[src/rtl/fifo_multi.sv]
// fifo_multi: multi-lane circular FIFO with head checkpoint/restore, usable as a free list or an instruction queue
package fifo_multi_pkg;
    typedef enum logic {DEFAULT, FREE_LIST} fifo_custom_t;
endpackage

module fifo_multi
    import fifo_multi_pkg::*;
#(
    parameter int           WIDTH = 32,
    parameter int           DEPTH = 32,
    parameter int           ENQ_W = 2,
    parameter int           DEQ_W = 2,
    parameter fifo_custom_t INIT  = DEFAULT,
    localparam int          AW    = $clog2(DEPTH),
    localparam int          EW    = $clog2(ENQ_W + 1),
    localparam int          DW    = $clog2(DEQ_W + 1),
    localparam int          PW    = AW + 1
)(
    input  logic                   clk,
    input  logic                   rst,
    input  logic                   flush,
    input  logic [EW-1:0]          enq_cnt,
    input  logic [ENQ_W*WIDTH-1:0] enq_data,
    output logic                   enq_ready,
    input  logic [DW-1:0]          deq_cnt,
    output logic [DEQ_W*WIDTH-1:0] deq_data,
    output logic [DEQ_W-1:0]       deq_valid,
    output logic [PW-1:0]          count,
    output logic                   near_empty,
    output logic [PW-1:0]          head_ptr,
    input  logic                   restore_req,
    input  logic [PW-1:0]          restore_ptr
);
    logic [WIDTH-1:0] r_mem [DEPTH];
    logic [PW-1:0]    r_head, r_tail;
    logic [PW-1:0]    w_count, w_pop, w_enq_n, w_span;

    assign w_count    = r_tail - r_head;
    assign enq_ready  = w_count <= PW'(DEPTH - ENQ_W);
    assign w_enq_n    = enq_ready ? PW'(enq_cnt) : '0;
    assign w_pop      = (PW'(deq_cnt) > w_count) ? w_count : PW'(deq_cnt);
    assign w_span     = r_tail + w_enq_n - restore_ptr;
    assign count      = w_count;
    assign near_empty = w_count < PW'(DEQ_W);
    assign head_ptr   = r_head;

    // Pointer update: reset/flush restore the initial fill, restore overrides only the head
    always_ff @(posedge clk) begin
        if (!rst || flush) begin
            r_head <= '0;
            r_tail <= (INIT == FREE_LIST) ? PW'(DEPTH) : '0;
        end else begin
            r_head <= restore_req ? restore_ptr : r_head + w_pop;
            r_tail <= r_tail + w_enq_n;
        end
    end

    // Storage: free list preloads identity tags; accepted lanes land at consecutive tail slots
    always_ff @(posedge clk) begin
        if (!rst || flush) begin
            if (INIT == FREE_LIST)
                for (int i = 0; i < DEPTH; i++) r_mem[i] <= WIDTH'(i);
        end else if (enq_ready) begin
            for (int i = 0; i < ENQ_W; i++)
                if (EW'(i) < enq_cnt) r_mem[AW'(r_tail[AW-1:0] + AW'(i))] <= enq_data[i*WIDTH +: WIDTH];
        end
    end

    // Zero-latency read lanes starting at the head, with per-lane occupancy
    always_comb begin
        deq_data  = '0;
        deq_valid = '0;
        for (int j = 0; j < DEQ_W; j++) begin
            deq_valid[j]               = w_count > PW'(j);
            deq_data[j*WIDTH +: WIDTH] = r_mem[AW'(r_head[AW-1:0] + AW'(j))];
        end
    end

    // Flag illegal usage: bad lane counts, overfill, or a restore point too far behind the tail
    always_ff @(posedge clk) begin
        if (rst) begin
            assert ((DEPTH & (DEPTH - 1)) == 0);
            assert (enq_cnt <= EW'(ENQ_W));
            assert (deq_cnt <= DW'(DEQ_W));
            assert (w_count <= PW'(DEPTH));
            if (!flush && restore_req) assert (w_span <= PW'(DEPTH));
        end
    end
endmodule
[config.mk]
export PLATFORM = sky130hd
export DESIGN_NAME = fifo_multi
export DESIGN_NICKNAME = d
export VERILOG_FILES = /design/src/rtl/fifo_multi.sv
export SDC_FILE = /design/constraint.sdc
export NUM_CORES = 2
export LEC_CHECK = 0
export BUFFER_PORTS_ARGS = -buffer_cell sky130_fd_sc_hd__buf_4
export CAP_MARGIN = 20
export CORE_ASPECT_RATIO = 1.2
export CORE_MARGIN = 5
export CORE_UTILIZATION = 60
export CTS_CLUSTER_SIZE = 24
export DETAILED_ROUTE_END_ITERATION = 10
export GPL_ROUTABILITY_DRIVEN = 1
export HOLD_SLACK_MARGIN = 0.06
export PLACE_DENSITY = 0.76
export SYNTH_ARGS = -nofsm -noshare
export SYNTH_HDL_FRONTEND = slang
export SYNTH_SLANG_ARGS = --single-unit
[constraint.sdc]
create_clock -name clk -period 17.6 [get_ports clk]
set_clock_uncertainty 0.05 [all_clocks]
set_input_delay 4.4 -clock clk [delete_from_list [all_inputs] [get_ports clk]]
set_output_delay 4.4 -clock clk [all_outputs]
set_load 0.02 [all_outputs]
==> run_results.csv <==
group,metric,value,unit
synth,synthCells,3549,
pwr,internal_power,4.46,mW
synth,synth_simple_gate_area_share,2.23,%
clock_tree,post_cts_resized,0,
sta,setup_slack,7430,ps
synth,synthAdderAreaFrac,0.401,%
clock_tree,clock_path_buffers,3,
synth,synth.avg_cell_area,17.4,sq um
job,maxCapViolCount,0,
synth,synth_top_flop_cell,"edfxtp_1",
synth,synth_top_area_share,49.8,%
place,io_buffers,157,
pwr,p_comb_share,14.9,%
clock_tree,cts_sinks,1036,
routing,viasPerCell,7.86,
status,status,"completed",
floorplan,die_y,361,microns
clock_tree,cts_buffers,107,
sta,fmax,98.3,MHz
clock_tree,clk_latency,710,ps
synth,synth_top_family_by_area,"multiplexers",
synth,synth_edf_count,1024,
clock_tree,cts_tree,"done",
synth,ys_seq_elements,1036,
synth,synth_area_leaders,"edfxtp_1 50%, mux4_2 23%, mux2_2 15%, mux2_1 3.2%, clkbuf_1 1.7%",
sta,holdWs,545,ps
sta,tns,0,ps
setup_path,crit_type,"flip-flop to output pin",
pwr,leakagePower,21.6,nW
synth,synth_area_leader_cell,"edfxtp_1",
floorplan,core,103000,sq um
floorplan,ios,158,
place,globalplace.congestion,0.899,
synth,synthTopCellsByCount,"1,024 x edfxtp_1, 824 x mux2_2, 640 x mux4_2",
global_route,grt_pass1_wl,290000,microns
place,place_ws,7660,ps
clock_tree,clockRootBuffer,"clkbuf_16",
routing,vias,38859,
hold_path,hp-class,"flip-flop to flip-flop",
sta,drv_slew,0,
global_route,grtUsageTotal,37.5,%
setup_path,crit_arrival,5720,ps
setup_path,crit_fanout,66,
finish,layout-drive-gt1-share,57.3,%
synth,ys_seq_area_share,50.2,%
floorplan,initial_core_util,60.1,%
pwr,power_switching_share,25.0,%
pwr,p_sw,1.48,mW
pwr,clkPwrFrac,39.1,%
sta,hold_violations,0,
sta,setup-violations-final,0,
setup_path,cp-start-kind,"flip-flop",
routing,first_pass_iters,8,
routing,wl_per_cell,41.8,microns
synth,ys_async_sr_fraction,0,%
global_route,antenna_found_initial,21,
finish,final_nets,3553,
floorplan,num_rows,129,
clock_tree,clk_pin_slew,60,ps
synth,synth_compound_area_share,0.476,%
pwr,p_per_area,88.1,nW/um^2
sta,worstMarginPinSlew,1250,ps
routing,drt_iter0_markers,6287,
global_route,grt_pass1_vias,39043,
pwr,worst_ir_drop_vdd,0.117,mV
clock_tree,ctsHoldBuffers,0,
synth,yosysUniqueCellTypes,61,
routing,drc,0,
setup_path,required,13150,ps
floorplan,die_w,303,microns
routing,routed_wl,207000,microns
clock_tree,cts_max_level,3,
finish,syn2layout_area_growth,9.35,%
synth,synthXorXnorAreaFrac,0.221,%
pwr,power_frac_seq,46.1,%
synth,ys_warn_count,0,
global_route,overflow,0,
synth,synth_area,61700,sq um
global_route,grt_max_degree,160,
pwr,report.power.total,5.94,mW
synth,synthMuxAreaShare,43.1,%
sta,slew_headroom,16.7,%
routing,postRouteAntennaNets,0,
sta,fin_crit,10170,ps
clock_tree,cts_setup_buffers,0,
place,dp_hpwl,113000,microns
setup_path,worst_setup_path_end_kind,"output pin",
floorplan,die-area,109000,sq um
synth,synth.most_common_cell,"edfxtp_1",
sta,fin_crit_sh,57.8,%
sta,rsz0062_at_grt,"no",
registers in the layout, summed over array words and instances, names as in the netlist:
register,flops
r_mem,1024
head_ptr,6
r_tail,6
final timing paths:
check | from | endpoint | slack, ps | cells after the start
max reg2reg | head_ptr[0] | r_mem[0][18] | 11560 | 11
min | head_ptr[5] | head_ptr[5] | 540 | 2
max | head_ptr[0] | deq_data[45] | 7430 | 7
min reg2reg | head_ptr[5] | head_ptr[5] | 540 | 2
through the flow:
stage                     instances  cell area (sq um)  util (%)
after floorplan                3551              61700         -
after global placement         4719              63900      62.2
after detailed placement       4719              63900      62.2
after CTS                      4919              67400      65.6
after global routing           4929              67500      65.7
final                          4943              67500      65.8
power by group through the flow:
stage	sequential, mW	combinational [mW]	clock, mW
after floorplan	2.78	0.617	0
after global placement	2.79	0.845	0
after detailed placement	2.79	0.867	0
after CTS	2.74	0.871	2.33
after global routing	2.74	0.923	2.44
final	2.74	0.883	2.32
kinds of logic (layout without fill, tap and decap cells):
| family | after synthesis | count (layout) |
|---|---|---|
| other | 1 | 23 |
| buffers and inverters | 478 | 475 |
| adders and majority gates | 18 | 18 |
| and+or+nand+nor | 258 | 258 |
| DFF | 1036 | 1036 |
| muxes | 1701 | 1701 |
| xor gates and xnor gates | 13 | 13 |
| AOI/OAI and AO/OA | 44 | 44 |
cell usage in the layout (no fill, tap or decap), types with 4 or more instances in the layout:
cell type     n
edfxtp_1   1024
mux2_2      824
mux4_2      640
buf_4       252
mux2_1      173
nand2_1     117
clkbuf_16   109
mux2_4       60
clkinv_2     31
nor2_1       24
nand4_4      21
diode_2      20
clkbuf_1     20
nor2_4       17
clkinv_1     17
nand3_1      15
ha_1         14
bufinv_16    13
inv_1        12
a21oi_1      11
nor3_1       10
nor3_2       10
dfxtp_1       8
nand4_1       7
xor2_1        6
a21oi_4       6
xnor2_2       5
o21ai_0       5
a32oi_1       5
nor2b_1       4
a21o_1        4
inv_2         4
mux2i_1       4
nor4_1        4
inv_6         4
layer usage:
layer / global-route usage (%) / wire length [microns] / part of all wire (%) / vias to the layer above
met5: 0 / 69 / 0.033 / -
met4: 22.2 / 14900 / 7.2 / 10
met3: 11.4 / 28700 / 14 / 829
met2: 56.7 / 94900 / 46 / 3442
met1: 48.4 / 68000 / 33 / 20079
li1: - / - / - / 14499
area by class of cell:
class	count	area, sq um
sequential	1036	31000
multi-input combinational	2037	29100
antenna	20	50.0
clock buffer	129	2800
clock inverter	71	708
tap	1375	1720
fill	6944	35100
timing repair buffer	258	2020
inverter	17	68.8
critical path, cell delays in order, from the launching register on:
cell and delay (ps):
dfxtp_4 1010, buf_4 610, buf_4 790, buf_4 920, mux4_2 600, mux4_2 490, mux2_2 310, buf_4 170
(Power assumes the default switching activity.)
